--- src/rtl/accumulator_drain_pkg.sv ---
// Shared types for the accumulator read-out engine.
package acc_pkg;

    typedef enum logic [1:0] {
        IDLE,
        ISSUE,
        WAIT,
        DONE
    } drain_state_e;

    // One entry per outstanding accumulator read; 'last' marks the final word.
    typedef struct packed {
        logic valid;
        logic last;
    } rd_tag_t;

endpackage

--- src/rtl/accumulator_drain_sync_fifo.sv ---
// Small synchronous FIFO with occupancy count; DEPTH need not be a power of two.
module sync_fifo #(
    parameter int WIDTH = 65,
    parameter int DEPTH = 4,
    parameter int CNT_W = $clog2(DEPTH + 1)
) (
    input  logic             clk,
    input  logic             rst,
    input  logic             push,
    input  logic [WIDTH-1:0] din,
    input  logic             pop,
    output logic [WIDTH-1:0] dout,
    output logic             empty,
    output logic [CNT_W-1:0] count
);

    localparam int PTR_W = (DEPTH > 1) ? $clog2(DEPTH) : 1;

    logic [WIDTH-1:0] mem [DEPTH];
    logic [PTR_W-1:0] wr_ptr, rd_ptr;

    function automatic logic [PTR_W-1:0] next_ptr(input logic [PTR_W-1:0] p);
        return (p == PTR_W'(DEPTH - 1)) ? '0 : p + 1'b1;
    endfunction

    // Pointer and occupancy bookkeeping; callers never push when full or pop when empty.
    always_ff @(posedge clk) begin
        if (rst) begin
            wr_ptr <= '0;
            rd_ptr <= '0;
            count  <= '0;
        end else begin
            if (push) wr_ptr <= next_ptr(wr_ptr);
            if (pop)  rd_ptr <= next_ptr(rd_ptr);
            case ({push, pop})
                2'b10:   count <= count + 1'b1;
                2'b01:   count <= count - 1'b1;
                default: count <= count;
            endcase
        end
    end

    // Storage is not reset; occupancy alone decides what is visible.
    always_ff @(posedge clk) begin
        if (push) mem[wr_ptr] <= din;
    end

    assign dout  = mem[rd_ptr];
    assign empty = (count == '0);

endmodule

--- src/rtl/accumulator_drain.sv ---
// Sweeps an address range through the accumulator read port, streams the words out on
// valid/ready, and optionally zeroes each word right after it has been read.
module accumulator_drain
    import acc_pkg::*;
#(
    parameter int ADDR_WIDTH = 9,
    parameter int DATA_WIDTH = 64,
    parameter int RD_LAT     = 2
) (
    input  logic                  clk,
    input  logic                  rst,
    input  logic                  start,
    input  logic [ADDR_WIDTH-1:0] base_addr,
    input  logic [ADDR_WIDTH:0]   len,
    input  logic                  clear,
    output logic                  busy,
    output logic                  done,
    output logic                  acc_rd_en,
    output logic [ADDR_WIDTH-1:0] acc_rd_addr,
    input  logic [DATA_WIDTH-1:0] acc_rd_data,
    output logic                  acc_wr_en,
    output logic                  acc_wr_we,
    output logic [ADDR_WIDTH-1:0] acc_wr_addr,
    output logic [DATA_WIDTH-1:0] acc_wr_wdata,
    output logic                  acc_mode,
    output logic                  m_valid,
    input  logic                  m_ready,
    output logic [DATA_WIDTH-1:0] m_data,
    output logic                  m_last
);

    localparam int FIFO_DEPTH = RD_LAT + 2;
    localparam int CNT_W      = $clog2(FIFO_DEPTH + 1);
    localparam int LEN_W      = ADDR_WIDTH + 1;

    drain_state_e state_q, state_d;

    logic [ADDR_WIDTH-1:0]   addr_q;
    logic [LEN_W-1:0]        remain_q;
    logic                    clear_q;
    rd_tag_t [RD_LAT-1:0]    tag_pipe;
    logic                    wr_en_q;
    logic [ADDR_WIDTH-1:0]   wr_addr_q;

    logic [CNT_W-1:0]        inflight;
    logic [CNT_W-1:0]        fifo_count;
    logic [DATA_WIDTH:0]     fifo_dout;
    logic                    fifo_empty;
    logic                    credit_ok;
    logic                    last_issue;
    logic                    issue;
    logic                    pop;

    // Count reads still travelling through the RAM pipeline.
    always_comb begin
        inflight = '0;
        for (int i = 0; i < RD_LAT; i++)
            inflight = inflight + CNT_W'(tag_pipe[i].valid);
    end

    // Every word already requested has a guaranteed FIFO slot, so the FIFO cannot overflow.
    assign credit_ok  = ({1'b0, inflight} + {1'b0, fifo_count}) < (CNT_W + 1)'(FIFO_DEPTH);
    assign last_issue = (remain_q == LEN_W'(1));

    // Next-state and read-issue decode.
    always_comb begin
        state_d = state_q;
        issue   = 1'b0;
        unique case (state_q)
            IDLE:  if (start) state_d = (len == '0) ? DONE : ISSUE;
            ISSUE: begin
                issue = credit_ok;
                if (credit_ok && last_issue) state_d = WAIT;
            end
            WAIT:  if (m_valid && m_ready && m_last) state_d = DONE;
            DONE:  state_d = IDLE;
            default: state_d = IDLE;
        endcase
    end

    // State register.
    always_ff @(posedge clk) begin
        if (rst) state_q <= IDLE;
        else     state_q <= state_d;
    end

    // Address / remaining-word counters; address wraps naturally at the RAM top.
    always_ff @(posedge clk) begin
        if (rst) begin
            addr_q   <= '0;
            remain_q <= '0;
            clear_q  <= 1'b0;
        end else if (state_q == IDLE && start) begin
            addr_q   <= base_addr;
            remain_q <= len;
            clear_q  <= clear;
        end else if (issue) begin
            addr_q   <= addr_q + 1'b1;
            remain_q <= remain_q - 1'b1;
        end
    end

    // Tag shift register mirrors the RAM read latency; reset drops any returning data.
    always_ff @(posedge clk) begin
        if (rst) begin
            tag_pipe <= '0;
        end else begin
            tag_pipe[0].valid <= issue;
            tag_pipe[0].last  <= issue && last_issue;
            for (int i = 1; i < RD_LAT; i++)
                tag_pipe[i] <= tag_pipe[i-1];
        end
    end

    // Clear write trails its read by one cycle, so the read sees the pre-clear value.
    always_ff @(posedge clk) begin
        if (rst) begin
            wr_en_q   <= 1'b0;
            wr_addr_q <= '0;
        end else begin
            wr_en_q <= issue && clear_q;
            if (issue) wr_addr_q <= addr_q;
        end
    end

    sync_fifo #(
        .WIDTH (DATA_WIDTH + 1),
        .DEPTH (FIFO_DEPTH),
        .CNT_W (CNT_W)
    ) u_fifo (
        .clk   (clk),
        .rst   (rst),
        .push  (tag_pipe[RD_LAT-1].valid),
        .din   ({tag_pipe[RD_LAT-1].last, acc_rd_data}),
        .pop   (pop),
        .dout  (fifo_dout),
        .empty (fifo_empty),
        .count (fifo_count)
    );

    assign pop          = m_valid && m_ready;
    assign m_valid      = !fifo_empty;
    assign m_data       = m_valid ? fifo_dout[DATA_WIDTH-1:0] : '0;
    assign m_last       = m_valid && fifo_dout[DATA_WIDTH];

    assign busy         = (state_q != IDLE);
    assign done         = (state_q == DONE);
    assign acc_rd_en    = issue;
    assign acc_rd_addr  = addr_q;
    assign acc_wr_en    = wr_en_q;
    assign acc_wr_we    = wr_en_q;
    assign acc_wr_addr  = wr_addr_q;
    assign acc_wr_wdata = '0;
    assign acc_mode     = 1'b0;

endmodule
--- config.mk ---
export PLATFORM = sky130hd
export DESIGN_NAME = accumulator_drain
export DESIGN_NICKNAME = d
export VERILOG_FILES = /design/src/rtl/accumulator_drain_pkg.sv /design/src/rtl/accumulator_drain_sync_fifo.sv /design/src/rtl/accumulator_drain.sv
export SDC_FILE = /design/constraint.sdc
export NUM_CORES = 1
export LEC_CHECK = 0
export CAP_MARGIN = 40
export CELL_PAD_IN_SITES_DETAIL_PLACEMENT = 0
export CELL_PAD_IN_SITES_GLOBAL_PLACEMENT = 2
export CORE_MARGIN = 1
export CORE_UTILIZATION = 45
export DETAILED_ROUTE_END_ITERATION = 7
export DONT_BUFFER_PORTS = 1
export PLACE_DENSITY_LB_ADDON = 0.05
export SLEW_MARGIN = 20
export SYNTH_ARGS = -nofsm -noshare
export SYNTH_HDL_FRONTEND = slang
export SYNTH_HIERARCHICAL = 1
export SYNTH_SLANG_ARGS = --single-unit
--- constraint.sdc ---
create_clock -name clk -period 3 [get_ports clk]
set_input_delay 0.9 -clock clk [delete_from_list [all_inputs] [get_ports clk]]
set_output_delay 0.9 -clock clk [all_outputs]
set_load 0.05 [all_outputs]
### Word-level counts from Yosys, hierarchy flattened

Memories as Yosys holds them, arrays and structs flattened. A register that Yosys moved wholly into a read port is not among the register bits.
Cells that the tools add are included.

| storage, ports and cells | value |
|---|---|
| flip-flop bits (word level) | 43 |
| memory bits (writable) | 260 |
| bits of input ports | 88 |
| output and inout port bits | 154 |
| memories kept | 1 |

| operators by class | value |
|---|---|
| reduce and logical (&&, ||, !) cells | 15 |
| $lt $le $gt $ge | 1 |
| equality and inequality tests | 11 |
| $add $sub $neg | 8 |
| muxes and demuxes | 18 |

Memory list:

| memory | words | width | rd ports | clocked after Yosys merged registers in | wr ports | line | text |
|---|---|---|---|---|---|---|---|
| u_fifo.mem | 4 | 65 | 1 | 1 | 1 | accumulator_drain_sync_fifo.sv:19 | `logic [WIDTH-1:0] mem [DEPTH];` |

Operators with widths:

| operator | count |
|---|---|
| 64-bit 2-to-1 mux | 1 |
| 10-bit 2-to-1 mux | 2 |
| 9-bit 2-to-1 mux | 2 |
| 2-bit 2-to-1 mux | 8 |
| 10-bit by 1-bit == test with 1-bit output, second input constant | 1 |
| 2-bit == test, second input constant | 5 |
| 10-bit logical NOT | 1 |
| 10-bit by 1-bit subtractor with 10-bit output, second input constant | 1 |
| 9-bit by 1-bit adder with 9-bit output, second input constant | 1 |
| 2-bit case mux with 4 select lines | 1 |
| 1-bit logical AND | 7 |
| 2-bit inequality test, second input constant | 3 |
| 3-bit case mux with 2 select lines | 1 |
| 2-bit nonzero test | 3 |
| 2-bit by 1-bit adder with 2-bit output, second input constant | 2 |
| 2-bit by 3-bit adder with 4-bit output | 1 |
| 2-bit by 1-bit == test with 1-bit output, second input constant | 2 |
| 4-bit by 3-bit less-than comparator with 1-bit output, second input constant | 1 |
| 3-bit by 1-bit adder with 3-bit output, second input constant | 1 |
| 3-bit logical NOT | 1 |
| 1-bit 2-to-1 mux | 3 |
| 3-bit AND reduction | 1 |
| 3-bit by 1-bit subtractor with 3-bit output, second input constant | 1 |
| 1-bit by 1-bit adder with 2-bit output | 1 |
| other kinds (2) | 2 |

### Logic depth before layout (Yosys ltp)

| logic depth | value |
|---|---|
| word-level depth | 6 |
| mapped depth | 9 |

### Cells and area by module

The synthesis kept the hierarchy.

By module, submodules not included:

| module | times used | cells each | area an instance (um2) |
|---|---|---|---|
| sync_fifo | 1 | 386 | 9,865.7 |
| accumulator_drain | 1 | 349 | 2,761.4 |

### Worst setup path before layout

No wires, ideal clock.

| timing | value |
|---|---|
| kind | register -> output |
| start point | reg u_fifo.count[0] |
| end point | out acc_rd_en |
| setup slack | 0.260 ns |
| stages on the path, launching flop included | 6 |
| required time | 2.100 ns |
| arrival time | 1.840 ns |
| path through | dfxtp_1 > ha_1 > a21oi_2 > o211ai_1 > inv_2 > clkbuf_1 |

| between the ends | value |
|---|---|
| longest elaborated chain between the ends | 3 |

Ends and longest elaborated chain:

| what | line | text |
|---|---|---|
| from (decl) | accumulator_drain_sync_fifo.sv:14 | `output logic [CNT_W-1:0] count` |
| from (signal assigned) | accumulator_drain_sync_fifo.sv:36 | `2'b10: count <= count + 1'b1;` |
| from (signal assigned) | accumulator_drain_sync_fifo.sv:37 | `2'b01: count <= count - 1'b1;` |
| from (signal assigned) | accumulator_drain_sync_fifo.sv:38 | `default: count <= count;` |
| 2-bit by 3-bit adder with 4-bit output | accumulator_drain.sv:62 | `assign credit_ok = ({1'b0, inflight} + {1'b0, fifo_count}) < (CNT_W + 1)'(FIFO_DEPTH);` |
| 4-bit by 3-bit less-than comparator with 1-bit output | accumulator_drain.sv:62 |  |
| 1-bit 2-to-1 mux | accumulator_drain.sv:69 | `unique case (state_q)` |
| to (decl) | accumulator_drain.sv:18 | `output logic acc_rd_en,` |

No other way between the ends.

==> summary.md <==
| Metric | Value |
|---|---|
| Status | finished, final reports clean |
| Layout area overhead | 15.7% |
| Reg2Reg Launch Point | u_fifo/count[2]$_SDFFE_PP0P_ |
| Mapped Cells | 735 |
| Top cell type's share of synthesized area | 0.618 |
| Starting Density | 0.463 |
| CTS tree | built |
| Endpoints failing hold | 0 |
| Die X | 170 um |
| Clock-pin slew on the worst setup and hold paths | 60 ps |
| Hold path depth | 1 |
| Setup CP Type | reg -> out |
| Die Y | 170 um |
| First-pass GRT wire length | 38.5 mm |
| Crit path cell chain | buf_4 > clkbuf_16 > mux4_2 > nor2b_1 > buf_4 |
| Initial antenna violation count | 0 |
| Layout net count | 955 |
| First drt pass iteration count | 4 |
| Ant. Diodes | 0 |
| Max H-tree Level | 2 |
| Num CTS Buffers | 34 |
| Vias in the first global route | 6,789 |
| Dpl ws | 475 ps |
| Worst min path class | reg -> reg |
| Clock sink count | 305 |
| Top delay family on crit path | buffers and inverters |
| Final WL | 25.2 mm |
| Hold Startpoint | tag_pipe[0]$_SDFF_PP0_ |
| DRC viols | 0 |
| Layout cell share with drive strength beyond 1 | 0.274 |
| Iteration-0 DRC count of the detailed router | 363 |
| Io pins | 242 |
| Final worst setup slack | 68.0 ps |
| Vias | 6,430 |
| YS warnings | 6 |
| Slowest stage cell on the critical path | mux4_2 |
| Hold Path End | tag_pipe[2]$_SDFF_PP0_ |
| Storage element area | 8720 sq um |
| FMAX | 341 MHz |
| Tot Pwr | 12.8 mW |
| Footprint of the multi-input gates | 3390 sq um |
| Tot GR Track Use | 0.177 |
| Power density over the cells | 877 nW/um^2 |
| Slew @ Worst Pin | 650 ps |
| Top post-synthesis cells by area | edfxtp_1 (62%), mux4_2 (12%), dfxtp_1 (7.1%), buf_4 (4.0%), nor2b_1 (3.4%) |
| Avg WL per Cell | 20.3 um |
| Slew headroom | 0.566 |
| Setup Viol. Count Final | 0 |
| Root buffer cell | clkbuf_16 |
| Max-slew violations | 0 |
| Detailed Place HPWL | 16.0 mm |
| Final hold slack | 431 ps |
| Most frequent cell on the critical path | buf_4 |
| Final Cycle Share | 0.977 |
| Syn avg cell area | 17.2 sq um |
| LEAKAGE | 4.91 nW |
| GRT overflow | 0 |
| WP buf/inv | 3 |
| CP Depth | 5 |
| Core ar. | 27,300 sq um |
| CTS max path bufs | 3 |
| R2R depth | 9 |
| Crit path DAT | 2030 ps |
| Mapped Area | 12,600 sq um |
| Clock skew | 13.7 ps |
| R2R setup slack | 570 ps |
| Rows | 60 |
| Max-Cap Viols | 0 |
| Hold_buf cts | 0 |
| Largest net degree at the start of global routing | 42 |
| Leading area contributor after synthesis | edfxtp_1 |
| Slowest stage delay, CP | 490 ps |
| RR Endpoint | u_fifo/count[2]$_SDFFE_PP0P_ |
| CP Capture Type | output pin |
| Port bufs | 0 |
| Via density | 5.17 |
| Max VDD drop | 497 uV |
| Worst path required time | 2100 ps |
| Seq/Total Area, Yosys | 0.690 |
| Fin crit period | 2930 ps |
| Final ANT Viol Nets | 0 |
| Die area | 28,700 sq um |
| Seq cells post-synth | 305 |
| Startpoint types | register |
| Fill cell count | 2,211 |
| CP max FO | 9 |
| Synth cell types | 54 |
| RePlAce Congestion | 0.720 |
| Skew-Pair Late Insertion Delay | 490 ps |
-- worst max-delay path by stage --
stage	startpoint	slack (ps)	to
2_1_floorplan	u_fifo/count[0]$_SDFFE_PP0P_	260	acc_rd_en
3_3_place_gp	m_ready	510	u_fifo/count[2]$_SDFFE_PP0P_
3_5_place_dp	m_ready	470	u_fifo/count[2]$_SDFFE_PP0P_
4_1_cts	register	10	m_data[14]
5_1_grt	register	-0.2	m_data[53]
6_report	register	70	m_data[24]
-- area by class of cell --
| class | count | share of cell area |
|---|---|---|
| clock buffers | 46 | 0.0620 |
| clock inverters | 10 | 0.00402 |
| inverters | 16 | 0.00411 |
| multi-input cells | 380 | 0.232 |
| flip-flops and latches | 305 | 0.596 |
| well taps | 372 | 0.0318 |
| repair buffers | 114 | 0.0697 |
-- state kept, by name, indices dropped and copies added (netlist names), named ones only --
register and count:
u_fifo/count 3, tag_pipe 4, clear_q 1, remain_q 10, acc_rd_addr 9, u_fifo/rd_ptr 2
acc_wr_en 1, acc_wr_addr 9, u_fifo/mem 260, state_q 2, u_fifo/wr_ptr 2
-- report_power, final --
group          switching (mW)  total, mW  leakage [nW]  internal, mW
clock                    1.53       3.64         0.468          2.11
sequential              0.283       5.12          2.71          4.83
combinational            2.67       4.07          1.73          1.40
total                    4.48       12.8          4.91          8.34
-- through the flow --
step,instance area (sq um),cells,utilization,setup TNS [ps]
floorplan,12900,799,-,0
global placement,13400,1167,0.492,0
detailed placement,13400,1167,0.492,0
CTS,14400,1223,0.527,0
global route,14600,1243,0.536,-0.177
finish,14600,1243,0.536,0
-- per-layer routing --
layer | GRT usage | part of all wire | vias to the layer above
li1 | - | - | 2927
met1 | 0.223 | 0.41 | 3264
met2 | 0.299 | 0.50 | 198
met3 | 0.0455 | 0.066 | 41
met4 | 0.0572 | 0.024 | 0
met5 | 0 | 0 | -
-- Yosys cell counts, drive strengths merged --
master	number
a2bb2oi	1
clkbuf	17
or4b	2
nor3	4
inv	16
ha	15
a311oi	11
and2	6
or3	5
a31oi	3
o221ai	1
nand3	1
and4	1
edfxtp	260
conb	1
fa	1
a21oi	16
o31ai	5
dfxtp	45
buf	81
nor4	3
nand4	3
o2111ai	2
or4	6
nor2	27
nor3b	2
a211oi	8
o21ai	6
nand2	29
nor4b	2
nand2b	1
mux4	65
o41ai	2
or2	1
a21o	1
mux2i	2
xor2	5
nand3b	1
and3	3
o211ai	3
nor2b	68
xnor2	3
-- cell usage in the layout (no fill, tap or decap), types with 6 or more instances in the layout --
master,count
edfxtp_1,260
buf_4,98
nor2b_1,68
conb_1,65
mux4_2,65
dfxtp_1,43
clkbuf_16,37
nand2_1,29
nor2_1,27
a21oi_1,15
ha_1,15
inv_1,14
a311oi_1,11
clkbuf_1,11
a211oi_1,8
buf_12,7
or4_1,6
buf_6,6
-- logic make-up (layout without fill, tap and decap cells) --
family          count (synthesis)  after routing  share of synthesized area
flops                         305            305                      0.690
simple gates                  165            165                     0.0740
buf+inv                       114            186                     0.0621
mux                            67             67                      0.118
compound gates                 59             59                     0.0344
fa+ha+maj                      16             16                     0.0164
xor+xnor                        8              8                    0.00555
other cells                     1             65                   0.000297
-- timing repair --
item,4_1_cts,5_1_grt
setup buffers,0,17
setup endpoints to repair,2,28
gates resized for setup,2,4
cloned,0,3
(Power assumes the default switching activity.)
